==> src/rtl/sprite_blitter.sv <==
// sprite_blitter
//   Scans a SPR_W x SPR_H sprite out of an external synchronous ROM, one
//   address per cycle in raster order, and emits VGA plots at origin+offset.
//   Transparent pixels are suppressed and off-screen pixels are clipped.
// Ports
//   clk, resetn         clock, synchronous active-low reset
//   start               draw request, sampled only in IDLE
//   origin_x, origin_y  sprite top-left, latched when start is accepted
//   rom_addr, rom_q     ROM read port (rom_q valid ROM_LAT cycles after addr)
//   x, y, colour, plot  VGA write port
//   busy, done          draw in progress / one-cycle completion pulse
module sprite_blitter #(
    parameter int unsigned SPR_W    = 20,
    parameter int unsigned SPR_H    = 20,
    parameter int unsigned ADDR_W   = 9,
    parameter int unsigned COLOUR_W = 9,
    parameter int unsigned ROM_LAT  = 1,
    parameter int unsigned X_W      = 8,
    parameter int unsigned Y_W      = 7,
    parameter int unsigned SCREEN_W = 160,
    parameter int unsigned SCREEN_H = 120,
    parameter int unsigned TRANS_EN = 1,
    parameter logic [COLOUR_W-1:0] TRANS_KEY = 9'h1FF
) (
    input  logic                clk,
    input  logic                resetn,
    input  logic                start,
    input  logic [X_W-1:0]      origin_x,
    input  logic [Y_W-1:0]      origin_y,
    output logic [ADDR_W-1:0]   rom_addr,
    input  logic [COLOUR_W-1:0] rom_q,
    output logic [X_W-1:0]      x,
    output logic [Y_W-1:0]      y,
    output logic [COLOUR_W-1:0] colour,
    output logic                plot,
    output logic                busy,
    output logic                done
);

    localparam int unsigned CW = (SPR_W > 1) ? $clog2(SPR_W) : 1;
    localparam int unsigned RW = (SPR_H > 1) ? $clog2(SPR_H) : 1;
    localparam logic [ADDR_W-1:0] ADDR_LAST = ADDR_W'(SPR_W * SPR_H - 1);
    localparam logic [CW-1:0]     COL_LAST  = CW'(SPR_W - 1);
    localparam logic [X_W:0]      SCR_W_L   = (X_W + 1)'(SCREEN_W);
    localparam logic [Y_W:0]      SCR_H_L   = (Y_W + 1)'(SCREEN_H);

    typedef enum logic [1:0] {IDLE, SCAN, DRAIN, DONE} state_t;
    state_t state_q, state_d;

    logic [CW-1:0]  col;
    logic [RW-1:0]  row;
    logic           vld0;
    logic [X_W-1:0] ox;
    logic [Y_W-1:0] oy;

    // Delay line aligning col/row/valid with rom_q; last stage is aligned.
    logic [CW-1:0] col_d [ROM_LAT];
    logic [RW-1:0] row_d [ROM_LAT];
    logic          v_d   [ROM_LAT];

    logic          pipe_busy;
    logic [X_W:0]  sum_x;
    logic [Y_W:0]  sum_y;
    logic          visible;

    always_comb begin
        pipe_busy = 1'b0;
        for (int unsigned i = 0; i < ROM_LAT; i++) begin
            pipe_busy = pipe_busy | v_d[i];
        end
    end

    // One extra bit on each sum so an 8/7-bit wrap still reads as off-screen.
    always_comb begin
        sum_x   = {1'b0, ox} + {{(X_W + 1 - CW){1'b0}}, col_d[ROM_LAT-1]};
        sum_y   = {1'b0, oy} + {{(Y_W + 1 - RW){1'b0}}, row_d[ROM_LAT-1]};
        visible = !((TRANS_EN != 0) && (rom_q == TRANS_KEY))
                  && (sum_x < SCR_W_L) && (sum_y < SCR_H_L);
    end

    always_ff @(posedge clk) begin
        if (!resetn) begin
            state_q <= IDLE;
        end else begin
            state_q <= state_d;
        end
    end

    always_comb begin
        state_d = state_q;
        busy    = 1'b0;
        done    = 1'b0;
        case (state_q)
            IDLE: begin
                if (start) begin
                    state_d = SCAN;
                end
            end
            SCAN: begin
                busy = 1'b1;
                if (rom_addr == ADDR_LAST) begin
                    state_d = DRAIN;
                end
            end
            DRAIN: begin
                busy = 1'b1;
                if (!pipe_busy) begin
                    state_d = DONE;
                end
            end
            DONE: begin
                done    = 1'b1;
                state_d = IDLE;
            end
            default: state_d = IDLE;
        endcase
    end

    always_ff @(posedge clk) begin
        if (!resetn) begin
            col      <= '0;
            row      <= '0;
            rom_addr <= '0;
            vld0     <= 1'b0;
            ox       <= '0;
            oy       <= '0;
            x        <= '0;
            y        <= '0;
            colour   <= '0;
            plot     <= 1'b0;
            for (int unsigned i = 0; i < ROM_LAT; i++) begin
                col_d[i] <= '0;
                row_d[i] <= '0;
                v_d[i]   <= 1'b0;
            end
        end else begin
            // Address issue
            if (state_q == IDLE && start) begin
                ox       <= origin_x;
                oy       <= origin_y;
                col      <= '0;
                row      <= '0;
                rom_addr <= '0;
                vld0     <= 1'b1;
            end else if (state_q == SCAN && rom_addr != ADDR_LAST) begin
                rom_addr <= rom_addr + 1'b1;
                vld0     <= 1'b1;
                if (col == COL_LAST) begin
                    col <= '0;
                    row <= row + 1'b1;
                end else begin
                    col <= col + 1'b1;
                end
            end else begin
                vld0 <= 1'b0;
            end

            // Alignment delay line
            col_d[0] <= col;
            row_d[0] <= row;
            v_d[0]   <= vld0;
            for (int unsigned i = 1; i < ROM_LAT; i++) begin
                col_d[i] <= col_d[i-1];
                row_d[i] <= row_d[i-1];
                v_d[i]   <= v_d[i-1];
            end

            // VGA output register
            if (v_d[ROM_LAT-1]) begin
                x      <= sum_x[X_W-1:0];
                y      <= sum_y[Y_W-1:0];
                colour <= rom_q;
                plot   <= visible;
            end else begin
                plot <= 1'b0;
            end
        end
    end

endmodule

==> config.mk <==
export PLATFORM = sky130hd
export DESIGN_NAME = sprite_blitter
export DESIGN_NICKNAME = d
export VERILOG_FILES = /design/src/rtl/sprite_blitter.sv
export SDC_FILE = /design/constraint.sdc
export NUM_CORES = 1
export LEC_CHECK = 0
export CORE_ASPECT_RATIO = 0.5
export CORE_MARGIN = 1.5
export CORE_UTILIZATION = 55
export CTS_CLUSTER_DIAMETER = 120
export DETAILED_ROUTE_END_ITERATION = 12
export PLACE_DENSITY = 0.84
export SLEW_MARGIN = 20
export SYNTH_ARGS = -nofsm -noshare
export SYNTH_HDL_FRONTEND = slang
export SYNTH_SLANG_ARGS = --single-unit
==> constraint.sdc <==
create_clock -name clk -period 2.8 [get_ports clk]
set_input_delay 0.56 -clock clk [delete_from_list [all_inputs] [get_ports clk]]
set_output_delay 0.56 -clock clk [all_outputs]
set_load 0.03 [all_outputs]
==> run_results.csv <==
group,metric,value,unit
outcome,run_status,"complete, but fails checks",
outcome,violations,"design-rule violations",
global_route,grt_pass1_vias,2781,
clocking,cts_max_level,3,
drt,dr.pass1.iters,8,
drt,antenna_left,0,
logic_synthesis,ys_seq_area_share,44.4,%
floorplanning,die_h,57.7,um
drt,vias,2745,
power,leakagePower,0.00161,uW
timing,slew-limit-headroom,54.3,%
critical_path,cp_slowest_stage_delay,0.66,ns
logic_synthesis,synth_edf_count,0,
critical_path,critPathSlowestCell,"clkdlybuf4s50_1",
logic_synthesis,yosys_warnings,0,
power,switchingPower,924,uW
timing,rsz0062_at_grt,"false",
place,dp.cells,484,
power,p_int,2050,uW
drt,drt_iter0_markers,117,
timing,finalHoldViolCount,0,
clocking,clkTransAtPathRegs,0.05,ns
cells_and_area,fin_nets,469,
global_route,antenna_found_initial,0,
logic_synthesis,ys_async_sr_fraction,0,%
logic_synthesis,syn_inst,364,
place,pre_cts_slack,0.619,ns
critical_path,critPathTopFamily,"buffers and inverters",
power,pwr-share-comb,25.4,%
place,place_hpwl,5340,um
power,total_power,2970,uW
power,clock_power_share,32.7,%
global_route,grt.overflow.total,0,
timing,finalMaxSlewViolations,0,
cells_and_area,drive_above_1_share,4.24,%
clocking,cts_tree,"done",
cells_and_area,instances_no_fill,498,
floorplanning,die_width,112,um
clocking,cts_sinks,73,
floorplanning,die_area,6480,um^2
critical_path,critPathMaxFanout,4,
clocking,cts_buffers,9,
logic_synthesis,synth_nets,411,
critical_path,worstPathArrival,1.77,ns
power,vdd_drop_max,0.395,mV
run,drv_cap,0,
critical_path,worst-path-buf-inv,2,
critical_path,cp.required,2.24,ns
clocking,cts-resized-gates,0,
critical_path,cp-end-kind,"output pin",
logic_synthesis,synth_area_per_cell,9.03,um^2
floorplanning,initial_utilization,58.6,%
timing,layout_setup_ws,0.468,ns
global_route,grtUsageTotal,25.1,%
drt,finalWirelength,7580,um
global_route,grt_pass1_wl,12500,um
place,routabilityCongestion,0.917,
timing,period_minus_slack,2.33,ns
global_route,grt_max_degree,28,
cells_and_area,area.growth.synth_to_final,28.1,%
timing,worstMarginPinSlew,0.686,ns
drt,viasPerCell,5.51,
power,seqPwrFrac,41.9,%
power,power_density,705,nW/um^2
floorplanning,coreArea,5610,um^2
drt,wl_met1,3310,um
timing,fin_setup_tns,0,ns
logic_synthesis,synth_area,3290,um^2
critical_path,path_class,"reg -> out",
logic_synthesis,post_synth_num_cell_types,42,
drt,drc,1,
critical_path,critPathLaunchType,"flop",
timing,setup_violations,0,
cells_and_area,multi_input_area,1710,um^2
drt,highest_layer,"met4",
drt,wl_per_cell,15.2,um
cells_and_area,fill_cells,411,
place,io_buffers,62,
clocking,post_cts_buffers,0,
critical_path,worstPathCellList,"inv_1 -> ha_1 -> clkdlybuf4s50_1",
clocking,cts_root_buffer,"clkbuf_16",
cells_and_area,fin_util,75.1,%
timing,fin_crit_sh,83.3,%
drt,dr_wl_met2,3720,um
clocking,clock_latency,0.33,ns
logic_synthesis,synth-seq-cells,73,
floorplanning,core.rowCount,19,
floorplanning,ios,63,
drt,wl_met3,427,um
clocking,cts_hold_buf,0,
min_path,min_path_type,"reg -> reg",
power,netSwitchingFraction,31.1,%
cells_and_area,antenna_cells,0,
cells_and_area,seq_area,1460,um^2
logic_synthesis,ys.flop_type,"dfxtp_1",
timing,skew,0.00439,ns
timing,fmax,429,MHz
clocking,cts_buffer_depth,2,
[through the flow]
| step | hold WS, ns | instance area, um^2 |
|---|---|---|
| 6_report | 0.446 | 4210 |
| 5_1_grt | 0.453 | 4210 |
| 4_1_cts | 0.442 | 4210 |
| 3_5_place_dp | 0.431 | 3970 |
| 3_3_place_gp | 0.415 | 3970 |
| 2_1_floorplan | 0.406 | 3290 |
[power by group through the flow]
| stage | combinational (uW) | clock, uW | sequential (uW) |
|---|---|---|---|
| floorplan | 471 | 0 | 1300 |
| global placement | 718 | 0 | 1250 |
| detailed placement | 748 | 0 | 1260 |
| CTS | 760 | 988 | 1240 |
| global route | 819 | 1040 | 1260 |
| finish | 755 | 972 | 1240 |
[cells by family after synthesis]
kind of cell | synth area share [%]
DFF | 44.4
muxes | 7.04
and+or+nand+nor | 19.6
buffers and inverters | 3.65
xor gates and xnor gates | 5.86
adders and majority gates | 8.07
AOI/OAI and AO/OA | 11.3
[final timing paths]
path,to,cells after the start,from,slack (ns)
worst min-delay path,v_d[0],1,vld0,0.45
worst max register to register,state_q[0],5,rom_addr[0],0.72
worst max-delay path,busy,3,state_q[1],0.47
worst min register to register,v_d[0],1,vld0,0.45
[cells in the mapped netlist (5+ instances only)]
library cell	number	share of area (%)
a211oi_1	8	1.8
a21oi_1	22	3.3
and2_1	12	2.3
clkbuf_1	12	1.4
dfxtp_1	73	44
ha_1	18	6.8
inv_1	12	1.4
mux2i_1	22	6.7
nand2_1	41	4.7
nand3_1	10	1.5
nand4_1	8	1.5
nor2_1	47	5.4
nor2b_1	5	0.95
o21ai_0	8	1.2
xnor2_1	9	2.4
xor2_1	13	3.5
[final cells by class]
| cell class | instances | share of cell area, % |
|---|---|---|
| Timing Repair Buffer | 66 | 15.7 |
| Tap cell | 73 | 2.17 |
| Multi-Input combinational cell | 260 | 40.5 |
| Sequential cell | 73 | 34.7 |
| Clock buffer | 13 | 5.70 |
| Inverter | 12 | 1.07 |
| Clock inverter | 1 | 0.119 |
[metal layers]
layer / vias to the layer above / GRT usage (%)
met1: 1309 / 29.1
met2: 70 / 43.9
met4: 0 / 8.68
met5: - / 0
met3: 14 / 9.62
li1: 1352 / -
[layout by cell type (no fill, tap or decap), types with 4 or more instances in the layout]
cell	netlist	routed
xor2_1	13	13
nand2_1	41	41
xnor2_1	9	9
o21ai_0	8	8
a21oi_1	22	22
o211ai_1	4	4
ha_1	18	18
nor2b_1	5	5
and2_1	12	12
a211oi_1	8	8
dfxtp_1	73	73
clkbuf_1	12	4
nor2_1	47	47
mux2i_1	22	22
clkbuf_16	0	9
nand4_1	8	8
inv_1	12	12
clkdlybuf4s50_1	0	62
nand3_1	10	10
[registers in the layout, indices dropped and copies added (netlist names), 7 cells and up]
register	cells
colour	9
rom_addr	9
ox	8
x	8
oy	7
y	7
No activity file was read; power rests on OpenSTA's default activity.
